==> config.mk <==
export PLATFORM = sky130hd
export DESIGN_NAME = sha256_msg_sched_flat
export DESIGN_NICKNAME = d
export VERILOG_FILES = /design/src/rtl/sha256_msg_sched_if.sv /design/src/rtl/sha256_msg_sched.sv /design/src/flat_wrapper.sv
export SDC_FILE = /design/constraint.sdc
export NUM_CORES = 2
export LEC_CHECK = 0
export ABC_AREA = 1
export BUFFER_PORTS_ARGS = -buffer_cell sky130_fd_sc_hd__buf_2
export CORE_UTILIZATION = 58
export CTS_BUF_LIST = sky130_fd_sc_hd__clkbuf_4 sky130_fd_sc_hd__clkbuf_8
export DETAILED_ROUTE_END_ITERATION = 8
export PLACE_DENSITY_LB_ADDON = 0.3
export SYNTH_ARGS = -nofsm -noshare
export SYNTH_HDL_FRONTEND = slang
export SYNTH_SLANG_ARGS = --single-unit
export TNS_END_PERCENT = 1
==> constraint.sdc <==
create_clock -name clk -period 20.8 [get_ports clk]
set_input_delay 3.12 -clock clk [delete_from_list [all_inputs] [get_ports clk]]
set_output_delay 3.12 -clock clk [all_outputs]
set_load 0.02 [all_outputs]
==> src/rtl/sha256_msg_sched_if.sv <==
// Handshake/bus bundle between the SHA-256 message scheduler and its neighbours.
// The abort signal exists only when MSG_SCHED_ABORT_EN is defined.
interface sha256_msg_sched_if;
  logic         start;
  logic [511:0] block_in;
  logic         out_ready;
`ifdef MSG_SCHED_ABORT_EN
  logic         abort;
`endif
  logic         w_valid;
  logic [31:0]  w_out;
  logic [5:0]   w_index;
  logic         busy;
  logic         done;

  modport master (
`ifdef MSG_SCHED_ABORT_EN
    output abort,
`endif
    output start, block_in, out_ready,
    input  w_valid, w_out, w_index, busy, done
  );

  modport slave (
`ifdef MSG_SCHED_ABORT_EN
    input  abort,
`endif
    input  start, block_in, out_ready,
    output w_valid, w_out, w_index, busy, done
  );
endinterface

==> src/rtl/sha256_msg_sched.sv <==
// SHA-256 message schedule: streams W[0..63] from a 16-word sliding window.
// Optional feature macro: MSG_SCHED_ABORT_EN (adds an abort input honoured in RUN).
//
// state | meaning
// IDLE  | waiting for start; outputs zero
// RUN   | presenting W[t]; window slides on each handshake
// DONE  | one-cycle done pulse after W[63] was accepted
module sha256_msg_sched (
  input  logic              clk,
  input  logic              rst,
  sha256_msg_sched_if.slave bus
);

  typedef enum logic [1:0] {IDLE = 2'd0, RUN = 2'd1, DONE = 2'd2} state_t;

  state_t      state_q, state_d;
  logic [31:0] win_q [16];
  logic [31:0] win_d [16];
  logic [5:0]  t_q, t_d;
  logic        hs;
  logic        abort_run;
  logic [31:0] w_new;

  function automatic logic [31:0] sig0(input logic [31:0] x);
    return {x[6:0], x[31:7]} ^ {x[17:0], x[31:18]} ^ {3'b000, x[31:3]};
  endfunction

  function automatic logic [31:0] sig1(input logic [31:0] x);
    return {x[16:0], x[31:17]} ^ {x[18:0], x[31:19]} ^ {10'b0, x[31:10]};
  endfunction

  assign w_new = sig1(win_q[14]) + win_q[9] + sig0(win_q[1]) + win_q[0];
  assign hs    = (state_q == RUN) && bus.out_ready;

`ifdef MSG_SCHED_ABORT_EN
  assign abort_run = (state_q == RUN) && bus.abort;
`else
  assign abort_run = 1'b0;
`endif

  always_ff @(posedge clk or posedge rst) begin
    if (rst) begin
      state_q <= IDLE;
      t_q     <= '0;
      for (int i = 0; i < 16; i++) win_q[i] <= '0;
    end else begin
      state_q <= state_d;
      t_q     <= t_d;
      for (int i = 0; i < 16; i++) win_q[i] <= win_d[i];
    end
  end

  always_comb begin
    state_d = state_q;
    case (state_q)
      IDLE:    if (bus.start) state_d = RUN;
      RUN: begin
        if (abort_run)                  state_d = IDLE;
        else if (hs && t_q == 6'd63)    state_d = DONE;
      end
      DONE:    state_d = IDLE;
      default: state_d = IDLE;
    endcase
  end

  // Abort takes priority over a coincident handshake, so the window freezes.
  always_comb begin
    t_d = t_q;
    for (int i = 0; i < 16; i++) win_d[i] = win_q[i];
    if (state_q == IDLE && bus.start) begin
      t_d = '0;
      for (int i = 0; i < 16; i++) win_d[i] = bus.block_in[511 - 32*i -: 32];
    end else if (hs && !abort_run) begin
      t_d = t_q + 6'd1;
      for (int i = 0; i < 15; i++) win_d[i] = win_q[i + 1];
      win_d[15] = w_new;
    end
  end

  always_comb begin
    bus.w_valid = (state_q == RUN);
    bus.w_out   = (state_q == RUN) ? win_q[0] : 32'd0;
    bus.w_index = (state_q == RUN) ? t_q : 6'd0;
    bus.busy    = (state_q != IDLE);
    bus.done    = (state_q == DONE);
  end

endmodule

==> src/flat_wrapper.sv <==
// flat-port wrapper written by rule: the top's interface ports become plain ports
module sha256_msg_sched_flat 
  (clk, rst, bus_start, bus_block_in, bus_out_ready, bus_w_valid, bus_w_out, bus_w_index, bus_busy, bus_done);
  sha256_msg_sched_if bus_i ();
  input  logic clk;
  input  logic rst;
  input wire logic [$bits(bus_i.start)-1:0] bus_start;
  input wire logic [$bits(bus_i.block_in)-1:0] bus_block_in;
  input wire logic [$bits(bus_i.out_ready)-1:0] bus_out_ready;
  output wire logic [$bits(bus_i.w_valid)-1:0] bus_w_valid;
  output wire logic [$bits(bus_i.w_out)-1:0] bus_w_out;
  output wire logic [$bits(bus_i.w_index)-1:0] bus_w_index;
  output wire logic [$bits(bus_i.busy)-1:0] bus_busy;
  output wire logic [$bits(bus_i.done)-1:0] bus_done;
  assign bus_i.start = bus_start;
  assign bus_i.block_in = bus_block_in;
  assign bus_i.out_ready = bus_out_ready;
  assign bus_w_valid = bus_i.w_valid;
  assign bus_w_out = bus_i.w_out;
  assign bus_w_index = bus_i.w_index;
  assign bus_busy = bus_i.busy;
  assign bus_done = bus_i.done;
  sha256_msg_sched u_core (.clk(clk), .rst(rst), .bus(bus_i));
endmodule
==> results.txt <==
----------------------------------------------------
[Status]
  Run status ... completed

[Clocking]
  Root Buffer Master ... sky130_fd_sc_hd__clkbuf_8
  Clock tree from TritonCTS ... yes
  Post-cts repair resize count ... 0
  TritonCTS buffer count ... between 80 and 90
  Maximum root-to-sink buffer count ... 3
  Clock Latency Late Sink ... ~0.70 ns
  Setup Fix Bufs, Post-CTS ... 0
  Hold buffer count at CTS ... 0
  Total number of clock tree sinks ... 520
  Clock transition at the register clock pins on the worst setup and hold paths after CTS ... 0.06 ns
  CTS H-tree lvls ... 3

[Floorplanning]
  Count of standard-cell rows ... 81
  X dimension of the die ... 226 um
  Initial core utilization ... 0.591
  Die area ... about 0.05 sq mm
  Floorplan die height ... between 200 and 250 um
  Number of placed I/O pins ... roughly 560
  Area of the placeable core ... 0.0493 sq mm

[Route]
  Met1 Wirelength ... between 40 and 50 mm
  Violation count after the first detailed-routing iteration ... about 3.8k
  Final wirelength ... between 100 and 150 mm
  Routed vias ... between 20k and 30k
  Top routing layer in use ... met5
  Routed wl met3 ... between 9 and 10 mm
  Routed length per placed instance ... ~21 um
  Number of nets still failing antenna checks after routing ... 0
  Via count normalized by instance count ... 5.64
  Detailed-routed wire length on met2 ... between 40 and 50 mm
  Count of unresolved DRC violations after routing ... 0
  Length of the first detailed-routing pass in iterations ... 8

[Worst hold path]
  Min-delay src ... u_core.win_q[23]
  Worst hold path type ... flip-flop to flip-flop
  Worst min-delay path endpoint ... u_core.win_q[23]
  Number of stages on the worst hold path ... 2

[Run]
  Max_cap viols ... 0

[Layout]
  Most used cells in the layout excluding fill and tap cells ... 1,110 x sky130_fd_sc_hd__o21ai_0, 750 x sky130_fd_sc_hd__inv_1, 556 x sky130_fd_sc_hd__buf_2
  Area growth, synth to finish ... 16.3%
  Share of layout cells above drive strength 1 ... 0.175
  Fill cell instance count of the final layout ... approximately 4.2k
  Sequential Area ... 0.0130 sq mm
  Net total in the final layout ... roughly 4.7k
  Non-filler cells, final ... about 4.9k
  Most common cell after layout, fill and taps aside ... sky130_fd_sc_hd__o21ai_0
  Combined area of the multi-input logic cells ... roughly 0.012 sq mm

[STA]
  Final setup fails ... 0
  Post-route worst hold slack ... a little under 0.5 ns
  Final critical path time including I/O delays and setup ... 6.21 ns
  Layout Skew ... ~0.022 ns
  Unrepaired setup endpoints after global routing ... no
  Count of endpoints failing hold in the final timing report ... 0
  Maximum achievable frequency ... roughly 160 MHz
  Worst slew margin relative to its limit ... 0.235
  Worst Max-Slew Pin Slew ... roughly 1.1 ns
  Max Transition Viols Final ... 0
  Final critical-path share of the clock period ... 0.298
  Final-layout setup total negative slack ... 0 ns

[Critical path]
  Kind of capture point of the worst setup path ... flip-flop
  Required time worst endpoint ... about 21 ns
  Sort of element at the start of the critical path ... input port
  Internal reg-to-reg setup slack ... around 16 ns
  Arrival time reported for the critical path endpoint ... slightly below 7 ns
  Reg2Reg Depth ... 7
  Reg-to-reg critical path startpoint ... u_core.state_q[0]
  Critical path class ... input port to flip-flop
  Crit Reg-Reg Endpoint ... u_core.win_q[56]
  Maximum fanout along the worst path ... 138

[Placed design]
  Final weighted congestion in routability-driven placement ... 1.01
  Cell count after placement ... approximately 4.7k
  Port Buf Inserts ... around 560
  HPWL after DPL ... about 76 mm

[Yosys]
  Distinct cell type count of the synthesized netlist ... 35
  Nets in the synthesized netlist ... around 4.3k
  Mean area per synthesized cell ... around 7.9 sq um
  Post-synthesis register bit count ... 520
  Mapped Area ... around 0.029 sq mm
  Fraction of the yosys area taken by sequential cells ... 0.447
  Yosys warning total ... 0
  Mapped Cells ... around 3.7k

[Global routing]
  Pin count of the biggest net entering global routing ... 274
  Wire length of the first global-routing pass ... 151 mm
  Total congestion overflow after global routing ... 0
  Antenna violations before repair ... 29
  Number of global-route vias before repair ... between 20k and 30k
  Global-route total usage across every layer ... 0.402

----------------------------------------------------
-- critical path, cell delays in order --
cell	delay [ns]
sky130_fd_sc_hd__buf_2	0.16
sky130_fd_sc_hd__nand2_8	0.41
sky130_fd_sc_hd__nand2_8	0.76
sky130_fd_sc_hd__buf_4	0.88
sky130_fd_sc_hd__buf_4	0.94
sky130_fd_sc_hd__o21ai_0	0.23
sky130_fd_sc_hd__o22ai_1	0.17
-- sequential cells by signal, summed over array words and instances, names as in the netlist --
| name | flops |
|---|---|
| u_core.state_q | 2 |
| u_core.t_q | 6 |
| u_core.win_q | 512 |
-- cells by family after synthesis --
kind of cell,count (synthesis),share of synthesized area
AO/OA/AOI/OAI,1490,0.258
flip-flops,520,0.447
AND/OR/NAND/NOR,492,0.0690
adder cells (fa/ha/maj),94,0.0564
XOR/XNOR,125,0.0376
buffers and inverters,984,0.132
-- through the flow --
step           instance area (sq um)  setup slack (ns)   util
2_1_floorplan                  29100              3.15      -
3_3_place_gp                   31900             14.00  0.648
3_5_place_dp                   31900             14.00  0.648
4_1_cts                        33800             14.73  0.686
5_1_grt                        33900             14.25  0.687
6_report                       33900             14.59  0.688
-- per-layer routing --
metal  vias up  track usage
met1     12967        0.561
met4        14        0.180
met5         -            0
met2      1518        0.607
li1      12803            -
met3       245       0.0840
-- synth_stat cells, drive strengths merged --
master / instances / share of area
nor4: 1 / 0.00021
ha: 32 / 0.014
nand3: 52 / 0.0089
nand4: 8 / 0.0017
xnor2: 55 / 0.017
o22ai: 29 / 0.0062
xor2: 70 / 0.021
or2: 5 / 0.0011
o21ai: 1423 / 0.24
inv: 753 / 0.097
o21bai: 2 / 0.00052
nor2: 108 / 0.014
dfrtp: 520 / 0.45
buf: 67 / 0.013
o211ai: 2 / 0.00052
a21oi: 28 / 0.0048
a31oi: 5 / 0.0011
clkbuf: 164 / 0.022
nand3b: 1 / 0.00026
nor3: 9 / 0.0015
nor3b: 1 / 0.00026
nand2: 304 / 0.040
and2: 3 / 0.00064
fa: 62 / 0.043
a21o: 1 / 0.00026
-- worst max path at each step --
stage / to / cells past startpoint / slack [ns] / from
floorplan: u_core.state_q[0] / 1 / 3.15 / rst
global placement: u_core.win_q[56] / 7 / 14.00 / bus_out_ready
detailed placement: u_core.win_q[1] / 7 / 14.00 / bus_out_ready
CTS: u_core.win_q[1] / 7 / 14.73 / bus_out_ready
global route: u_core.win_q[56] / 7 / 14.25 / bus_out_ready
finish: u_core.win_q[56] / 7 / 14.59 / bus_out_ready
-- cell type report --
type / instances / area share
Clock inverter: 23 / 0.00732
Multi-Input combinational cell: 2201 / 0.362
Inverter: 753 / 0.0838
Tap cell: 664 / 0.0245
Timing Repair Buffer: 573 / 0.0870
Sequential cell: 520 / 0.384
Antenna cell: 21 / 0.00155
Clock buffer: 133 / 0.0491
Power is not shown: default switching activity piles up to over one toggle a cycle in this logic, so the estimate is an artifact.
